$ cat src/rtl/stream_filter_3x3.sv
// 3x3 neighbourhood filter over a raster-order frame: two line buffers feed a
// sliding window, and one registered arithmetic stage produces gauss/max/min/laplacian.
module stream_filter_3x3 #(
  parameter int DATA_WIDTH = 8,
  parameter int IMG_W      = 5,
  parameter int IMG_H      = 5
) (
  input  logic                  CLK,
  input  logic                  RESET,
  input  logic                  IN_VALID,
  input  logic [DATA_WIDTH-1:0] IN_DATA,
  input  logic [1:0]            MODE,
  output logic                  OUT_VALID,
  output logic [DATA_WIDTH-1:0] OUT_DATA,
  output logic                  FRAME_DONE
);
  // Handshake: IN_VALID=1 means IN_DATA is consumed at that rising edge; there is
  // no ready. OUT_VALID=1 marks one result for exactly one cycle.
  localparam int CW = $clog2(IMG_W);
  localparam int RW = $clog2(IMG_H);
  localparam int GW = DATA_WIDTH + 4;
  localparam int LW = DATA_WIDTH + 5;

  logic [CW-1:0]         col;
  logic [RW-1:0]         row;
  logic [DATA_WIDTH-1:0] lb1 [IMG_W];
  logic [DATA_WIDTH-1:0] lb2 [IMG_W];
  logic [DATA_WIDTH-1:0] win [3][3];
  logic                  win_valid;
  logic                  win_last;
  logic [1:0]            frame_mode;
  logic [1:0]            win_mode;
  logic [1:0]            cur_mode;
  logic                  first_pix;
  logic                  last_col;
  logic                  last_row;

  assign first_pix = (row == '0) && (col == '0);
  assign last_col  = (col == CW'(IMG_W - 1));
  assign last_row  = (row == RW'(IMG_H - 1));
  assign cur_mode  = first_pix ? MODE : frame_mode;

  // Mode travels with each window so frame n drains in its own mode while
  // frame n+1 has already sampled a new one.
  always_ff @(posedge CLK) begin
    if (RESET) begin
      col        <= '0;
      row        <= '0;
      win_valid  <= 1'b0;
      win_last   <= 1'b0;
      frame_mode <= 2'b00;
      win_mode   <= 2'b00;
    end else begin
      win_valid <= IN_VALID && (row >= RW'(2)) && (col >= CW'(2));
      if (IN_VALID) begin
        win_last   <= last_row && last_col;
        win_mode   <= cur_mode;
        frame_mode <= cur_mode;
        if (last_col) begin
          col <= '0;
          row <= last_row ? '0 : row + RW'(1);
        end else begin
          col <= col + CW'(1);
        end
      end
    end
  end

  // Pixel storage needs no reset: the counters decide when a window is real.
  always_ff @(posedge CLK) begin
    if (IN_VALID && !RESET) begin
      lb2[col] <= lb1[col];
      lb1[col] <= IN_DATA;
      for (int i = 0; i < 3; i++) begin
        win[i][0] <= win[i][1];
        win[i][1] <= win[i][2];
      end
      win[0][2] <= lb2[col];
      win[1][2] <= lb1[col];
      win[2][2] <= IN_DATA;
    end
  end

  logic [GW-1:0]         corners, edges, gsum;
  logic [DATA_WIDTH-1:0] gauss_out;
  logic [3:0]            unused_frac;
  logic [LW-1:0]         c8, nsum, lap, lap_abs;
  logic [DATA_WIDTH-1:0] lap_out, mx, mn, result;

  always_comb begin
    corners = GW'(win[0][0]) + GW'(win[0][2]) + GW'(win[2][0]) + GW'(win[2][2]);
    edges   = GW'(win[0][1]) + GW'(win[1][0]) + GW'(win[1][2]) + GW'(win[2][1]);
    gsum    = corners + (edges << 1) + (GW'(win[1][1]) << 2);
    {gauss_out, unused_frac} = gsum;

    nsum    = LW'(corners) + LW'(edges);
    c8      = LW'(win[1][1]) << 3;
    lap     = c8 - nsum;
    lap_abs = lap[LW-1] ? -lap : lap;
    if (lap_abs > LW'({DATA_WIDTH{1'b1}})) lap_out = '1;
    else                                   lap_out = lap_abs[DATA_WIDTH-1:0];

    mx = win[0][0];
    mn = win[0][0];
    for (int i = 0; i < 3; i++) begin
      for (int j = 0; j < 3; j++) begin
        if (win[i][j] > mx) mx = win[i][j];
        if (win[i][j] < mn) mn = win[i][j];
      end
    end

    case (win_mode)
      2'b00:   result = gauss_out;
      2'b01:   result = mx;
      2'b10:   result = mn;
      default: result = lap_out;
    endcase
  end

  always_ff @(posedge CLK) begin
    if (RESET) begin
      OUT_VALID  <= 1'b0;
      OUT_DATA   <= '0;
      FRAME_DONE <= 1'b0;
    end else begin
      OUT_VALID  <= win_valid;
      FRAME_DONE <= win_valid && win_last;
      if (win_valid) OUT_DATA <= result;
    end
  end
endmodule

$ cat config.mk
export PLATFORM = sky130hd
export DESIGN_NAME = stream_filter_3x3
export DESIGN_NICKNAME = d
export VERILOG_FILES = /design/src/rtl/stream_filter_3x3.sv
export SDC_FILE = /design/constraint.sdc
export NUM_CORES = 1
export LEC_CHECK = 0
export ABC_AREA = 1
export BUFFER_PORTS_ARGS = -buffer_cell sky130_fd_sc_hd__buf_2
export CORE_UTILIZATION = 44
export CTS_BUF_LIST = sky130_fd_sc_hd__clkbuf_8
export CTS_CLUSTER_SIZE = 14
export DETAILED_ROUTE_END_ITERATION = 8
export GPL_TIMING_DRIVEN = 0
export PLACE_DENSITY = 0.69
export SYNTH_ARGS = -nofsm -noshare
export SYNTH_HDL_FRONTEND = slang
export SYNTH_SLANG_ARGS = --single-unit
$ cat constraint.sdc
create_clock -name CLK -period 16.27 [get_ports CLK]
set_input_delay 1.627 -clock CLK [delete_from_list [all_inputs] [get_ports CLK]]
set_output_delay 1.627 -clock CLK [all_outputs]
set_load 0.03 [all_outputs]
* Yosys cells after proc, flatten, opt, wreduce, memory -nomap -nowiden
Memory sizes are Yosys's and may differ from the RTL's. A register that Yosys moved wholly into a read port is not among the register bits. Index checks and enable logic that the tools add are counted.
Storage, ports and cells: RAM bits 152, flip-flop bits (word level) 20, memories 3, output and inout bits 10
Memories:
- win | words 3, width 24, read ports 3, clocked after Yosys merged registers in 0, write ports 3, line 28 | logic [DATA_WIDTH-1:0] win [3][3];
- lb1 | words 5, width 8, read ports 1, clocked after Yosys merged registers in 1, write ports 1, line 26 | logic [DATA_WIDTH-1:0] lb1 [IMG_W];
- lb2 | words 5, width 8, read ports 1, clocked after Yosys merged registers in 1, write ports 1, line 27 | logic [DATA_WIDTH-1:0] lb2 [IMG_W];
Cells by class: reductions and logical operators 12, magnitude comparators 19, eq/ne operators 4, add/subtract/negate cells 13, muxes and demuxes 28
Operators by type and width (count):
- $mux 8 | 17
- $gt 8x8->1 | 8
- $lt 8x8->1 | 8
- $pmux 8 s3 | 1
- $add 10x8->11 | 2
- $add 9x8->10 | 2
- $add 8x8->9 | 2
- $mux 3 | 6
- $gt 13x8->1 const B | 1
- $mux 13 | 1
- $neg 13->13 | 1
- $sub 11x12->13 | 1
- $add 11x11->12 | 1
- $add 11x12->12 | 1
- $add 12x10->12 | 1
- $add 3x1->3 const B | 2
- $eq 3x3->1 const B | 2
- $ge 3x2->1 const B | 2
- $logic_and 1x1->1 | 6
- $logic_not 3->1 | 2
- $reduce_and 2->1 | 2
- $eq 2x1->1 const B | 1
- $eq 2x2->1 const B | 1
- $logic_not 2->1 | 1
- other kinds (3) | 4

* Depth between registers and ports, before layout
An unclocked memory read counts as a cell.
word-level depth 18, gate-level depth with buffers 93

* Worst setup path before layout
OpenSTA, ideal clock, no wires.
path kind register to register, from memory win[0][15] in the netlist's numbering, to register OUT_DATA[0], setup slack 5.740 ns, stages on the path, launching flop included 59, data arrival time 10.459 ns, path buffers 7, cell sequence edfxtp_1 ha_1 a21o_1 nor2_2 nand2_4 buf_2 o21ai_0 ha_1 a21oi_1 nor2_1 a211oi_1 nand2_1 clkbuf_1 o21ai_0 ha_1 a21oi_1 nor2_1 a211oi_1 (+23 left out) o21ai_0 ha_1 a21oi_1 nor2_1 a211oi_1 nand2_1 clkbuf_1 o21ai_0 ha_1 a21oi_1 nor2_1 a211oi_1 nand2_2 nand2_1 nand3_1 nand2_1 nand2_1 a21oi_1
RTL lines:
- start: declaration | line 28
- end signal: assignment | line 128 | if (win_valid) OUT_DATA <= result;
- end: declaration | line 14 | output logic [DATA_WIDTH-1:0] OUT_DATA,

==> impl_metrics.tcl <==
set metrics [dict create \
    worst-slew-pin-transition_ps 1033 \
    area_growth_pct 8.702 \
    fin_cells 1942 \
    first_pass_iters 5 \
    slowest_stage "edfxtp_1" \
    die_h_um 173.4 \
    ctsResizeCount 0 \
    max_slew_margin 0.3072 \
    p_int_w 0.001237 \
    drc_errors 0 \
    final_hold_viol_count 0 \
    cts_root_buffer "clkbuf_8" \
    power.total_w 0.002503 \
    synthTopCellsByArea "edfxtp_1, ha_1, nand2_1" \
    p_leak_nw 6.211 \
    nets 1753 \
    arrival_ps 14340 \
    clock_sinks 175 \
    synthCells 1497 \
    syn_avg_cell_area_um2 8.635 \
    drive_gt1_frac 0.06166 \
    holdBufCountCts 0 \
    maxCapViolations 0 \
    syn_area_um2 12930 \
    seqPwrFrac 0.213 \
    status "finished clean" \
    cpMostUsedCell "nand2_1" \
    place_ws_ps 2696 \
    clock_skew_ps 29.59 \
    hp-class "reg2reg" \
    postRouteAntennaNets 0 \
    ios 23 \
    clk_latency_ps 490 \
    final.min_clock_period_ps 13970 \
    fp.dieW_um 173.4 \
    max_freq_ghz 0.07157 \
    post_cts_buffers 0 \
    synth_seq_cells 175 \
    setup_viol 0 \
    grt_max_degree 36 \
    cp_max_fo 10 \
    gp_congestion 0.9592 \
    grt_usage 0.2256 \
    viasPerCell 5.331 \
    wl_per_cell_um 16.75 \
    post-route-worst-setup-slack_ps 2298 \
    layout.cells.most_common_list "nand2_1, inv_1, edfxtp_1" \
    grt_pass1_vias 10200 \
    yosys_most_used_dff "edfxtp_1" \
    numCtsBuffers 17 \
    peakVddDrop_uv 129.4 \
    synthDistinctLibCells 38 \
    htreeDepth 4 \
    dieArea_um2 30070 \
    powerDensity_nw_per_um2 178.1 \
    syn_nets 1706 \
    start_util 0.4491 \
    cp-end-kind "flip-flop" \
    critPathLaunchType "flip-flop" \
    p_switching_w 0.001266 \
    gr-total-overflow 0 \
    nFillCells 2698 \
    required_ps 16640 \
    rsz0062_at_grt "no" \
    ys_warn_count 0 \
    routed_wl_um 32530 \
    slowest_delay_ps 490 \
    clk_path_buf_depth 2 \
    dp_cells 1909 \
    synth_edf_count 152 \
    finalCritPeriodShare 0.8587 \
    slew_violations 0 \
    final_common_cell "nand2_1" \
    seq_area_frac_synth 0.3887 \
    synthDominantCellAreaShare 0.3531 \
    vias 10350 \
    comb_power_share 0.662 \
    core_area_um2 28780 \
    post-dp-hpwl_um 25640 \
    synth_area_leader_cell "edfxtp_1" \
    switching_share 0.5060 \
    async_flop_share 0 \
    grt_pass1_wl_um 52870 \
    pwr-share-clk 0.125 \
    antenna_found_initial 0 \
    clkTransAtPathRegs_ps 120 \
    fp-row-count 62 \
    cts_tree "yes" \
    path_class "reg2reg" \
    drt_iter0_markers 713 \
    port_buffers 22 \
    fin_setup_tns_ps 0 \
]
## worst max-delay path: cells and delay by family, from the launching register on
kind,cells,cell delay [ps]
buf+inv,10,2530
fa+ha+maj,8,2410
flops,1,490
compound gates,17,3550
simple gates,37,4830
## synth_stat cells (14+ instances only)
| cell | instances |
|---|---|
| clkbuf_1 | 28 |
| inv_1 | 152 |
| nor2_1 | 148 |
| a21oi_1 | 76 |
| nand2_1 | 351 |
| nand3_1 | 82 |
| o21bai_1 | 14 |
| dfxtp_1 | 23 |
| a31oi_1 | 16 |
| edfxtp_1 | 152 |
| fa_1 | 48 |
| xor2_1 | 22 |
| o21ai_0 | 138 |
| a211oi_1 | 14 |
| ha_1 | 148 |
## power by group through the flow
stage          combinational (W)  sequential [W]  clock [W]
2_1_floorplan            0.00128        0.000531          0
3_3_place_gp             0.00158        0.000544          0
3_5_place_dp             0.00162        0.000543          0
4_1_cts                  0.00164        0.000533   0.000318
5_1_grt                  0.00192        0.000535   0.000335
6_report                 0.00166        0.000533   0.000314
## per-stage QoR
step | hold WS, ps | util | area [um^2]
after floorplan | 410.1 | - | 12930
after global placement | 422.3 | 0.4697 | 13520
after detailed placement | 422.8 | 0.4738 | 13640
final | 441.0 | 0.4882 | 14050
after CTS | 441.6 | 0.4881 | 14050
after global routing | 464.9 | 0.4881 | 14050
## final timing paths
kind | end | start | slack, ps | cells after the start
max | OUT_DATA[7] | win[0][23] | 2300 | 72
min | FRAME_DONE | win_last | 440 | 2
max reg2reg | OUT_DATA[7] | win[0][23] | 2300 | 72
min reg2reg | FRAME_DONE | win_last | 440 | 2
## cell families (layout without fill, tap and decap cells)
family                     Yosys count  in the layout  share of synthesized area
AOI/OAI and AO/OA                  271            271                     0.1141
xor gates and xnor gates            26             26                    0.01762
adders and majority gates          196            196                     0.2176
buffers and inverters              190            250                    0.05527
DFF                                175            175                     0.3887
other                                0              1                          0
and+or+nand+nor                    639            639                     0.2067
## layer usage
metal / track usage / wire length, um / share of wire / vias up
met3: 0.02434 / 1636 / 0.050 / 54
met2: 0.3802 / 15230 / 0.47 / 290
met1: 0.3002 / 14740 / 0.45 / 4850
li1: - / - / - / 5158
met5: 0 / 0 / 0 / -
met4: 0.08149 / 928 / 0.029 / 0
## layout make-up
cell class / count / area, um^2 / share of cell area
multi-input cells: 1132 / 7216 / 0.5135
clock inverters: 14 / 162.7 / 0.01158
clock buffers: 18 / 247.7 / 0.01763
flip-flops and latches: 175 / 5025 / 0.3576
plain buffers: 29 / 110.1 / 0.007836
diodes: 1 / 2.502 / 0.0001781
well taps: 384 / 480.5 / 0.03419
repair buffers: 28 / 202.7 / 0.01443
inverters: 161 / 604.3 / 0.04301
## registers in the layout, indices dropped and copies added, names as in the netlist, named ones only
register / cells
OUT_DATA: 8
win_last: 1
lb1: 40
FRAME_DONE: 1
lb2: 40
win_mode: 2
OUT_VALID: 1
win: 72
col: 3
win_valid: 1
row: 3
No activity file was read; power rests on OpenSTA's default activity.
